--- src/rtl/mul_sequencer_if.sv ---
// mul_sequencer_if: operand, pass-through and shared ALU signals between pipeline and multiply sequencer.
interface mul_sequencer_if #(parameter int WIDTH = 64) ();
  logic             start;
  logic [WIDTH-1:0] op_a;
  logic [WIDTH-1:0] op_b;
  logic [2:0]       pipe_ctrl;
  logic [WIDTH-1:0] pipe_a;
  logic [WIDTH-1:0] pipe_b;
  logic [WIDTH-1:0] alu_result;
  logic [WIDTH-1:0] alu_a;
  logic [WIDTH-1:0] alu_b;
  logic [2:0]       alu_ctrl;
  logic             stall;
  logic             busy;
  logic             done;
  logic [WIDTH-1:0] product;
  modport slave (
    input  start, op_a, op_b, pipe_ctrl, pipe_a, pipe_b, alu_result,
    output alu_a, alu_b, alu_ctrl, stall, busy, done, product
  );
  modport master (
    output start, op_a, op_b, pipe_ctrl, pipe_a, pipe_b, alu_result,
    input  alu_a, alu_b, alu_ctrl, stall, busy, done, product
  );
endinterface

--- src/rtl/mul_sequencer.sv ---
// mul_sequencer: shift-and-add multiply that borrows the shared ALU; MUL_EARLY_EXIT_EN stops once the multiplier runs out of set bits.
module mul_sequencer #(
  parameter int WIDTH = 64,
  parameter int CNT_W = 7
) (
  input logic           clk,
  input logic           reset,
  mul_sequencer_if.slave bus
);
  typedef enum logic [1:0] {IDLE, BUSY, DONE} state_t;
  state_t           state_q, state_d;
  logic [WIDTH-1:0] mcand_q, mcand_d;
  logic [WIDTH-1:0] mplier_q, mplier_d;
  logic [WIDTH-1:0] acc_q, acc_d;
  logic [CNT_W-1:0] cnt_q, cnt_d;
  logic [WIDTH-1:0] product_q, product_d;
  logic [WIDTH-1:0] acc_nx;
  logic             last;
  always_ff @(posedge clk or posedge reset) begin
    if (reset) begin
      state_q   <= IDLE;
      mcand_q   <= '0;
      mplier_q  <= '0;
      acc_q     <= '0;
      cnt_q     <= '0;
      product_q <= '0;
    end else begin
      state_q   <= state_d;
      mcand_q   <= mcand_d;
      mplier_q  <= mplier_d;
      acc_q     <= acc_d;
      cnt_q     <= cnt_d;
      product_q <= product_d;
    end
  end
  // acc_nx is the value acc takes this edge, so the product latches the final sum directly
  always_comb begin
    state_d   = state_q;
    mcand_d   = mcand_q;
    mplier_d  = mplier_q;
    acc_d     = acc_q;
    cnt_d     = cnt_q;
    product_d = product_q;
    acc_nx    = mplier_q[0] ? bus.alu_result : acc_q;
`ifdef MUL_EARLY_EXIT_EN
    last      = mplier_q[WIDTH-1:1] == '0;
`else
    last      = cnt_q == CNT_W'(WIDTH - 1);
`endif
    case (state_q)
      IDLE: if (bus.start) begin
        mcand_d  = bus.op_a;
        mplier_d = bus.op_b;
        acc_d    = '0;
        cnt_d    = '0;
        state_d  = BUSY;
      end
      BUSY: begin
        acc_d    = acc_nx;
        mcand_d  = mcand_q << 1;
        mplier_d = mplier_q >> 1;
        cnt_d    = cnt_q + CNT_W'(1);
        if (last) begin
          state_d   = DONE;
          product_d = acc_nx;
        end
      end
      DONE:    state_d = IDLE;
      default: state_d = IDLE;
    endcase
  end
  assign bus.busy     = state_q == BUSY;
  assign bus.done     = state_q == DONE;
  assign bus.stall    = bus.busy | bus.done | (state_q == IDLE & bus.start);
  assign bus.alu_a    = bus.busy ? acc_q : bus.pipe_a;
  assign bus.alu_b    = bus.busy ? mcand_q : bus.pipe_b;
  assign bus.alu_ctrl = bus.busy ? 3'b010 : bus.pipe_ctrl;
  assign bus.product  = product_q;
endmodule
--- src/flat_wrapper.sv ---
// flat-port wrapper written by rule: the top's interface ports become plain ports
module mul_sequencer_flat 
#(
  parameter int WIDTH = 64,
  parameter int CNT_W = 7
)
  (clk, reset, bus_start, bus_op_a, bus_op_b, bus_pipe_ctrl, bus_pipe_a, bus_pipe_b, bus_alu_result, bus_alu_a, bus_alu_b, bus_alu_ctrl, bus_stall, bus_busy, bus_done, bus_product);
  mul_sequencer_if #(.WIDTH(WIDTH)) bus_i ();
  input logic clk;
  input logic reset;
  input wire logic [$bits(bus_i.start)-1:0] bus_start;
  input wire logic [$bits(bus_i.op_a)-1:0] bus_op_a;
  input wire logic [$bits(bus_i.op_b)-1:0] bus_op_b;
  input wire logic [$bits(bus_i.pipe_ctrl)-1:0] bus_pipe_ctrl;
  input wire logic [$bits(bus_i.pipe_a)-1:0] bus_pipe_a;
  input wire logic [$bits(bus_i.pipe_b)-1:0] bus_pipe_b;
  input wire logic [$bits(bus_i.alu_result)-1:0] bus_alu_result;
  output wire logic [$bits(bus_i.alu_a)-1:0] bus_alu_a;
  output wire logic [$bits(bus_i.alu_b)-1:0] bus_alu_b;
  output wire logic [$bits(bus_i.alu_ctrl)-1:0] bus_alu_ctrl;
  output wire logic [$bits(bus_i.stall)-1:0] bus_stall;
  output wire logic [$bits(bus_i.busy)-1:0] bus_busy;
  output wire logic [$bits(bus_i.done)-1:0] bus_done;
  output wire logic [$bits(bus_i.product)-1:0] bus_product;
  assign bus_i.start = bus_start;
  assign bus_i.op_a = bus_op_a;
  assign bus_i.op_b = bus_op_b;
  assign bus_i.pipe_ctrl = bus_pipe_ctrl;
  assign bus_i.pipe_a = bus_pipe_a;
  assign bus_i.pipe_b = bus_pipe_b;
  assign bus_i.alu_result = bus_alu_result;
  assign bus_alu_a = bus_i.alu_a;
  assign bus_alu_b = bus_i.alu_b;
  assign bus_alu_ctrl = bus_i.alu_ctrl;
  assign bus_stall = bus_i.stall;
  assign bus_busy = bus_i.busy;
  assign bus_done = bus_i.done;
  assign bus_product = bus_i.product;
  mul_sequencer #(.WIDTH(WIDTH), .CNT_W(CNT_W)) u_core (.clk(clk), .reset(reset), .bus(bus_i));
endmodule
--- config.mk ---
export PLATFORM = sky130hd
export DESIGN_NAME = mul_sequencer_flat
export DESIGN_NICKNAME = d
export VERILOG_FILES = /design/src/rtl/mul_sequencer_if.sv /design/src/rtl/mul_sequencer.sv /design/src/flat_wrapper.sv
export SDC_FILE = /design/constraint.sdc
export NUM_CORES = 1
export LEC_CHECK = 0
export CORE_MARGIN = 2
export CORE_UTILIZATION = 30
export CTS_BUF_LIST = sky130_fd_sc_hd__clkbuf_4
export DETAILED_ROUTE_END_ITERATION = 10
export PLACE_DENSITY = 0.62
export SLEW_MARGIN = 20
export SYNTH_ARGS = -nofsm -noshare
export SYNTH_HDL_FRONTEND = slang
export SYNTH_SLANG_ARGS = --single-unit
export TNS_END_PERCENT = 100
--- constraint.sdc ---
create_clock -name clk -period 17.8 [get_ports clk]
set_input_delay 5.34 -clock clk [delete_from_list [all_inputs] [get_ports clk]]
set_output_delay 5.34 -clock clk [all_outputs]
set_load 0.02 [all_outputs]
==> metrics.csv, run 1 <==
metric,value,unit
Ys Warns,0,
"Clk pin slew, worst setup/hold paths",0.05,ns
H-tree depth,3,
CTS Buf Count,77,
total of flip-flops plus latches after synthesis,265,
vias,10590,
mux cell area share after synthesis,31.50,%
first-pass GRT wire length,62.09,mm
Compound-Gate Fraction of Synth Area,10.01,%
Slew Limit Headroom,28.87,%
"Max FO, Critical Path",3,
Setup Skew,0.03317,ns
initial antenna violation count,5,
Core Region,0.04327,mm²
worst hold slack,0.4792,ns
Starting Density,30.51,%
post-route setup TNS,0,ns
Post-Synth XOR/XNOR Area,0,%
number of global-route vias before repair,10920,
chip width,213.8,µm
Post-Synthesis Cells,1103,
syn nets,1434,
Setup Buffers After CTS,0,
worst slew pin tran,1.067,ns
1st-pass router iterations,4,
WL/cell,18.31,µm
Final Wtd Congestion,0.7893,
status,"complete, no violations",
clk root buf,clkbuf_4,
Fin. Hold Viols,0,
die span in y,213.8,µm
Max Fclk,0.08298,GHz
Cell variety after synth,31,
Leak,0.009594,µW
Hold Crit Class,reg2reg,
Clk pwr share,44.8,%
Sw Share,23.18,%
CTS Buffer Depth,3,
pwr dens,63.04,mW/mm²
critical path class,in2out,
Hold Crit Depth,2,
# IOs,524,
R2R cell count,8,
post-DR vias/cell,4.670,
HP Start,u_core.mplier_q[61],
Global Route Usage Sum,17.62,%
"Slew Viols, Final",0,
P_int,961.2,µW
Synth Area in Adders,0.4739,%
Synth Area in Simple Gates,4.654,%
TritonCTS clock tree,built,
reg2reg start,u_core.state_q[1],
Area growth syn-to-layout,50.38,%
share of cells above drive strength 1,23.22,%
post-route minimum period,12.05,ns
worst path required time,12.46,ns
row count,76,
Total Wirelength,41.51,mm
VDD IR max,0.03277,mV
cts hold-fix bufs,0,
sequential fraction of the synthesis area,50.24,%
Max Cap Viol,0,
Worst Hold End,u_core.mplier_q[61],
port bufs,523,
# DRC,0,
largest family of logic cells by synthesized area,multiplexers,
Clock Latency Late Sink,0.74,ns
Worst R2R Setup Slack,13.82,ns
CP endpoint kind,output pin,
RSZ-0062 raised after global routing,no,
largest net degree at the start of global routing,267,
Post-Syn Area per Cell,11.97,µm²
combinational power share,7.0,%
Die ar.,0.04570,mm²
Final period util,67.70,%
post-CTS resize count,0,
Sink Count,265,
number of nets still failing antenna checks after routing,0,
end of the worst register-to-register path,u_core.cnt_q[6],
Netlist Area Pre-Place,0.01320,mm²
HPWL Detailed,29.18,mm
gr ovfl total,0,
Flop pwr share,48.1,%
"Setup violations, final",0,
switching pwr,290.1,µW
fin nets,1960,
DR iter-0 viols,502,
crit path launch type,primary input,
Arrival @ worst endpoint,6.71,ns
critical path, stage by stage:
cell	delay [ns]
clkdlybuf4s50_1	0.54
nand2_1	0.10
nand2b_1	0.11
clkdlybuf4s50_1	0.62
worst max path at each step:
stage	slack [ns]	cells after the start	end	start
3_3_place_gp	5.73	4	bus_stall	bus_start
6_report	5.75	4	bus_stall	bus_start
3_5_place_dp	5.73	4	bus_stall	bus_start
4_1_cts	5.72	4	bus_stall	bus_start
5_1_grt	5.69	4	bus_stall	bus_start
2_1_floorplan	5.16	1	u_core.acc_q[0]	reset
state kept, by name, summed over array words and instances (netlist names):
name	flops
u_core.mcand_q	64
u_core.acc_q	64
u_core.cnt_q	7
u_core.bus.product	64
u_core.state_q	2
u_core.mplier_q	64
final cells by class:
class | instances | area, µm²
sequential | 265 | 6635
antenna | 7 | 17.52
tap | 585 | 732.0
inverter | 5 | 26.28
fill | 4092 | 23420
timing repair buffer | 532 | 5328
multi-input combinational | 748 | 6197
clock buffer | 110 | 825.8
clock inverter | 15 | 88.84
layout by cell type, fill, tap and decap left out, drive strengths merged:
cell	instances
and3	1
ha	5
a21oi	7
nand2b	2
o211ai	1
or2	2
a32o	1
nor2	1
dfrtp	265
clkinv	12
a211o	1
mux2	256
diode	7
bufinv	1
o31ai	3
nand2	132
a22o	66
clkdlybuf4s50	523
buf	9
nand3	2
o21bai	1
clkbuf	110
and4	1
or3	2
mux2i	127
o21ai	129
nor2b	3
a31oi	1
nand4	1
or4	3
clkinvlp	1
inv	6
cells in the mapped netlist (all sizes together):
master / count / area [µm²]
nand3: 2 / 15.01
o21ai: 129 / 645.6
clkbuf: 26 / 97.59
buf: 59 / 296.5
nand2b: 2 / 12.51
dfrtp: 265 / 6631
inv: 5 / 18.77
a31oi: 1 / 6.260
nor2b: 3 / 18.77
nand4: 1 / 6.260
mux2i: 127 / 1275
o31ai: 3 / 22.52
and3: 1 / 6.260
o21bai: 1 / 7.510
nand2: 132 / 495.5
or2: 2 / 12.51
o211ai: 1 / 7.510
a211o: 1 / 8.760
ha: 5 / 62.56
or3: 2 / 12.51
and4: 1 / 8.760
a32o: 1 / 10.01
mux2: 256 / 2883
a21oi: 7 / 35.03
nor2: 1 / 3.750
a22o: 66 / 578.1
or4: 3 / 22.52
per-layer routing:
metal | share of wire (%) | wire length [µm] | track usage (%)
met2 | 49 | 20320 | 29.67
met5 | 0.041 | 17 | 0
met4 | 1.9 | 779 | 5.364
met1 | 40 | 16620 | 20.70
met3 | 9.1 | 3777 | 6.898
per-stage QoR:
stage	area, µm²	setup WS [ns]	std cells	utilization (%)	power, µW
2_1_floorplan	13200	5.163	1103	-	623.9
3_3_place_gp	18920	5.726	2135	43.72	701.9
3_5_place_dp	18920	5.734	2135	43.72	703.1
4_1_cts	19830	5.722	2260	45.84	1279
5_1_grt	19840	5.688	2263	45.86	1322
6_report	19850	5.749	2267	45.88	1251
kinds of logic after synthesis:
group | count (synthesis)
AOI/OAI and AO/OA | 210
adders and majority gates | 5
buffers and inverters | 90
DFF | 265
muxes | 383
and+or+nand+nor | 150
power groups by stage:
stage,Clock [µW],Sequential [µW],Combinational [µW]
after global routing,626,602,95.1
final,561,602,88.0
after floorplan,0,614,10.2
after CTS,587,602,90.1
after global placement,0,613,88.5
after detailed placement,0,613,89.7
Power figures use the tool's default switching activity.
==> inputs of run 2 (changes only) <==
==> constraint.sdc (replaced) <==
create_clock -name clk -period 11.54 [get_ports clk]
set_input_delay 3.462 -clock clk [delete_from_list [all_inputs] [get_ports clk]]
set_output_delay 3.462 -clock clk [all_outputs]
set_load 0.02 [all_outputs]
==> run 2 against run 1 <==
  * Flip-flop and latch count unchanged
  * Clock power is 69% higher
  * Final cell count grew 0.44%
  * Non-clock buffer count down 1
  * Worst hold slack got worse by 0.00054 ns
  * Wire length is essentially flat
  * Core utilization grew 0.30 points
  * Sequential power up 54%
  * Die area did not move
  * Largest cell class unchanged
==> metrics.csv, run 2 (synthesized netlist as in run 1, its figures left out) <==
metric,value,unit,change
status,"complete, no violations",,
R2R cell count,5,,-3
Flop pwr share,46.2,%,-1.9 points
worst hold slack,0.4786,ns,-0.0005410 ns
clk root buf,clkbuf_4,,
initial antenna violation count,6,,+1
largest net degree at the start of global routing,267,,unchanged
cts hold-fix bufs,0,,unchanged
Arrival @ worst endpoint,4.85,ns,-1.86 ns
Final period util,72.00,%,
DR iter-0 viols,414,,-18%
Sink Count,265,,unchanged
CP endpoint kind,output pin,,
Die ar.,0.04570,mm²,unchanged
crit path from,bus_start,,
Finished Core Util,46.17,%,+0.30 points
filler instances,4087,,-0.12%
WL/cell,18.21,µm,-0.54%
CTS Buf Count,77,,unchanged
port bufs,523,,unchanged
Setup Skew,0.04369,ns,+0.01052 ns
worst slew pin tran,1.128,ns,+0.06131 ns
# DRC,0,,unchanged
Hold Crit Class,reg2reg,,
H-tree depth,3,,unchanged
Clk pwr share,47.0,%,+2.2 points
Worst R2R Setup Slack,7.96,ns,-5.86 ns
Sw Share,22.50,%,-0.68 points
share of cells above drive strength 1,23.46,%,+0.24 points
# IOs,524,,unchanged
post-route setup TNS,0,ns,unchanged
most frequent cells in the layout,"clkdlybuf4s50_1 (523), dfrtp_1 (264), mux2_2 (256), nand2_1 (132), o21ai_0 (129)",,
pwr dens,100.7,mW/mm²,+60%
reg2reg start,u_core.state_q[1],,
vias,10630,,+0.39%
fin nets,1959,,-0.051%
number of nets still failing antenna checks after routing,0,,unchanged
P_int,1559,µW,+62%
Starting Density,30.51,%,unchanged
post-route minimum period,8.309,ns,
chip width,213.8,µm,unchanged
first-pass GRT wire length,62.73,mm,+1.0%
1st-pass router iterations,4,,unchanged
"Max FO, Critical Path",3,,unchanged
RSZ-0062 raised after global routing,no,,
Fin. Hold Viols,0,,unchanged
worst path required time,8.08,ns,-4.38 ns
Max Fclk,0.1203,GHz,
switching pwr,452.8,µW,+56%
Total Wirelength,41.47,mm,about the same
HPWL Detailed,29.27,mm,+0.31%
Leak,0.009668,µW,+0.77%
post-CTS resize count,0,,unchanged
"Clk pin slew, worst setup/hold paths",0.06,ns,about the same
critical path class,in2out,,
TritonCTS clock tree,built,,
Final Wtd Congestion,0.7836,,-0.72%
"most common cell after layout, fill and taps aside",clkdlybuf4s50_1,,
gr ovfl total,0,,unchanged
post-DR vias/cell,4.667,,about the same
combinational power share,6.8,%,-0.2 points
Setup Buffers After CTS,0,,unchanged
"Setup violations, final",0,,unchanged
end of the worst register-to-register path,u_core.bus.product[31],,
CTS Buffer Depth,3,,unchanged
Global Route Usage Sum,17.67,%,+0.057 points
Max Cap Viol,0,,unchanged
Clock Latency Late Sink,0.72,ns,-0.02 ns
CP endpoint,bus_stall,,
Slew Limit Headroom,24.79,%,-4.1 points
number of global-route vias before repair,11100,,+1.7%
crit path launch type,primary input,,
Area growth syn-to-layout,51.35,%,
VDD IR max,0.05134,mV,+57%
Core Region,0.04327,mm²,unchanged
"Slew Viols, Final",0,,unchanged
die span in y,213.8,µm,unchanged
row count,76,,unchanged
==> run 2: critical path, stage by stage <==
cell             delay [ns]
clkdlybuf4s50_1        0.55
nand2_1                0.10
nand2b_1               0.11
clkdlybuf4s50_1        0.62
==> run 2: worst min path at each step <==
stage,from,endpoint,slack [ns],cells after the start
after floorplan,u_core.mcand_q[63],u_core.mcand_q[63],0.44,2
after global placement,u_core.mplier_q[49],u_core.mplier_q[49],0.46,2
after detailed placement,u_core.mplier_q[24],u_core.mplier_q[24],0.47,2
after CTS,u_core.mplier_q[24],u_core.mplier_q[24],0.49,2
after global routing,u_core.mplier_q[59],u_core.mplier_q[59],0.51,2
final,u_core.mplier_q[48],u_core.mplier_q[48],0.48,2
==> run 2: cell type report <==
type / count / area [µm²] / area share [%]
Tap cell: 585 / 732.0 / 3.664
Multi-Input combinational cell: 748 / 6197 / 31.02
Clock inverter: 21 / 158.9 / 0.7954
Antenna cell: 4 / 10.01 / 0.05010
Clock buffer: 118 / 885.9 / 4.434
Timing Repair Buffer: 531 / 5333 / 26.69
Inverter: 5 / 26.28 / 0.1315
Sequential cell: 265 / 6635 / 33.21
==> run 2: power by group through the flow <==
stage          clock [µW]  sequential [µW]  combinational (µW)
6_report              946              929                 136
5_1_grt              1040              928                 148
3_5_place_dp            0              946                 139
2_1_floorplan           0              947                15.8
4_1_cts               989              929                 140
3_3_place_gp            0              946                 137
==> run 2: layer usage <==
metal / track usage [%] / part of all wire (%) / vias to the layer above / routed length, µm
li1: - / - / 5090 / -
met1: 20.96 / 41 / 5088 / 16840
met2: 29.85 / 49 / 388 / 20340
met3: 6.649 / 8.5 / 57 / 3523
met4: 5.148 / 1.8 / 4 / 742
met5: 0 / 0.075 / - / 31
==> run 2: stage by stage <==
step | setup slack (ns) | instance area (µm²) | power, µW | std cells
3_5_place_dp | 3.223 | 18920 | 1085 | 2134
3_3_place_gp | 3.222 | 18920 | 1083 | 2134
2_1_floorplan | 0.7811 | 13200 | 962.4 | 1103
5_1_grt | 3.171 | 19980 | 2114 | 2276
6_report | 3.231 | 19980 | 2012 | 2277
4_1_cts | 3.211 | 19970 | 2057 | 2273
==> inputs of run 3 (changes only) <==
--- a/config.mk
+++ b/config.mk
@@ -9,7 +9,7 @@
 export CORE_UTILIZATION = 30
 export CTS_BUF_LIST = sky130_fd_sc_hd__clkbuf_4
 export DETAILED_ROUTE_END_ITERATION = 10
-export PLACE_DENSITY = 0.62
+export PLACE_DENSITY = 0.64
 export SLEW_MARGIN = 20
 export SYNTH_ARGS = -nofsm -noshare
 export SYNTH_HDL_FRONTEND = slang
==> constraint.sdc (replaced) <==
create_clock -name clk -period 7.3 [get_ports clk]
set_input_delay 2.19 -clock clk [delete_from_list [all_inputs] [get_ports clk]]
set_output_delay 2.19 -clock clk [all_outputs]
set_load 0.02 [all_outputs]
==> run 3 against run 2 <==
  * Sequential power is 58% higher
  * Worst setup slack worse by 1.8 ns
  * Clock skew is 0.0072 ns higher
  * Flip-flop and latch count stayed put
  * First-iteration DRC count is 2.7% higher
  * Total power is 53% higher
  * Register-to-register slack worse by 3.8 ns
  * Wire length is 0.74% lower
  * Clock-buffer cell count is 4 lower
  * Critical endpoint is now bus_alu_b[63]
  * Highest routed layer unchanged
==> metrics.csv, run 3 (synthesized netlist as in run 1, its figures left out) <==
metric,value,unit,change
Worst Hold End,u_core.mplier_q[8],,
Die ar.,0.04570,mm²,unchanged
Hold Crit Depth,2,,unchanged
# DRC,0,,unchanged
Clock Latency Late Sink,0.73,ns,about the same
"Slew Viols, Final",0,,unchanged
Final Wtd Congestion,0.7716,,-1.5%
Leak,0.009649,µW,-0.19%
HP Start,u_core.mplier_q[8],,
Final period util,80.72,%,
DR iter-0 viols,425,,+2.7%
Sink Count,265,,unchanged
"Max FO, Critical Path",1,,-2
Setup Buffers After CTS,0,,unchanged
CP endpoint kind,output pin,,
crit path launch type,primary input,,
row count,76,,unchanged
post-route setup TNS,0,ns,unchanged
Setup Skew,0.05089,ns,+0.007193 ns
port bufs,523,,unchanged
most frequent cells in the layout,"clkdlybuf4s50_1 (523), dfrtp_1 (264), mux2_2 (256), nand2_1 (132), o21ai_0 (129)",,
cts hold-fix bufs,0,,unchanged
"Clk pin slew, worst setup/hold paths",0.05,ns,about the same
"most common cell after layout, fill and taps aside",clkdlybuf4s50_1,,
# IOs,524,,unchanged
CTS Buffer Depth,3,,unchanged
Global Route Usage Sum,17.48,%,-0.20 points
R2R cell count,6,,+1
1st-pass router iterations,6,,+2
share of cells above drive strength 1,23.83,%,+0.37 points
Core Region,0.04327,mm²,unchanged
worst path required time,5.11,ns,-2.97 ns
Total Wirelength,41.16,mm,-0.74%
initial antenna violation count,5,,-1
number of global-route vias before repair,11000,,-0.89%
pwr dens,154.2,mW/mm²,+53%
worst slew pin tran,1.072,ns,-0.05658 ns
vias,10630,,+0.066%
worst hold slack,0.4742,ns,-0.004485 ns
CTS Buf Count,76,,-1.3%
"Setup violations, final",0,,unchanged
post-route minimum period,5.893,ns,
Fin. Hold Viols,0,,unchanged
H-tree depth,3,,unchanged
Max Cap Viol,0,,unchanged
clk root buf,clkbuf_4,,
status,"complete, no violations",,
largest net degree at the start of global routing,267,,unchanged
fin nets,1965,,+0.31%
VDD IR max,0.09118,mV,+78%
post-CTS resize count,0,,unchanged
WL/cell,18.08,µm,-0.74%
chip width,213.8,µm,unchanged
Max Fclk,0.1697,GHz,
TritonCTS clock tree,built,,
end of the worst register-to-register path,u_core.acc_q[30],,
first-pass GRT wire length,61.57,mm,-1.9%
Finished Core Util,46.14,%,about the same
gr ovfl total,0,,unchanged
Area growth syn-to-layout,51.23,%,about the same
Worst R2R Setup Slack,4.13,ns,-3.83 ns
reg2reg start,u_core.state_q[1],,
Starting Density,30.51,%,unchanged
die span in y,213.8,µm,unchanged
HPWL Detailed,29.59,mm,+1.1%
post-DR vias/cell,4.670,,about the same
Hold Crit Class,reg2reg,,
Slew Limit Headroom,28.56,%,+3.8 points
filler instances,4030,,-1.4%
RSZ-0062 raised after global routing,no,,
number of nets still failing antenna checks after routing,0,,unchanged
critical path class,in2out,,
Arrival @ worst endpoint,3.70,ns,-1.15 ns
-- run 3: cell types whose count changed in the layout (fill, tap and decap cells not counted), moves of 2 or more --
cell,change
clkbuf_4,-4
bufinv_16,-2
buf_4,+6
clkinv_1,-7
clkinvlp_4,+4
clkinv_2,+2
-- run 3: worst max path at each step --
stage | from | end | depth (start not counted)
floorplan | reset | u_core.acc_q[0] | 1
global placement | bus_pipe_b[63] | bus_alu_b[63] | 3
detailed placement | bus_pipe_b[63] | bus_alu_b[63] | 3
CTS | bus_pipe_b[63] | bus_alu_b[63] | 3
global route | bus_pipe_b[63] | bus_alu_b[63] | 3
finish | bus_pipe_b[63] | bus_alu_b[63] | 3
-- run 3: cell type report --
type	instances	area, µm²	area share, %
Clock buffer	114	855.8	4.287
Multi-Input combinational cell	748	6197	31.04
Clock inverter	17	110.1	0.5516
Sequential cell	265	6635	33.24
Inverter	5	22.52	0.1128
Tap cell	585	732.0	3.667
Timing Repair Buffer	538	5398	27.04
Antenna cell	5	12.51	0.06268
-- run 3: power by group --
group	switching (µW)	leakage (µW)	internal, µW	total (µW)
clock network	646	0.000569	748	1390
registers	0	0.00368	1470	1470
logic	59.5	0.00540	156	215
-- run 3: routing by layer --
metal / track usage, % / wire length (µm)
met1: 20.59 / 16630
met2: 29.36 / 20100
met3: 6.385 / 3601
met4: 6.082 / 812
met5: 0 / 16
-- run 3: worst max-delay path, stage by stage --
cell,delay [ns]
clkdlybuf4s50_1,0.66
mux2_2,0.24
clkdlybuf4s50_1,0.61
-- run 3: metrics by stage --
stage	power (µW)	worst slack, ns	area [µm²]	cells
6_report	3078	1.407	19960	2277
3_5_place_dp	1714	1.396	18980	2141
3_3_place_gp	1712	1.385	18980	2141
4_1_cts	3145	1.385	19950	2272
2_1_floorplan	1522	1.612	13200	1103
5_1_grt	3239	1.308	19960	2277
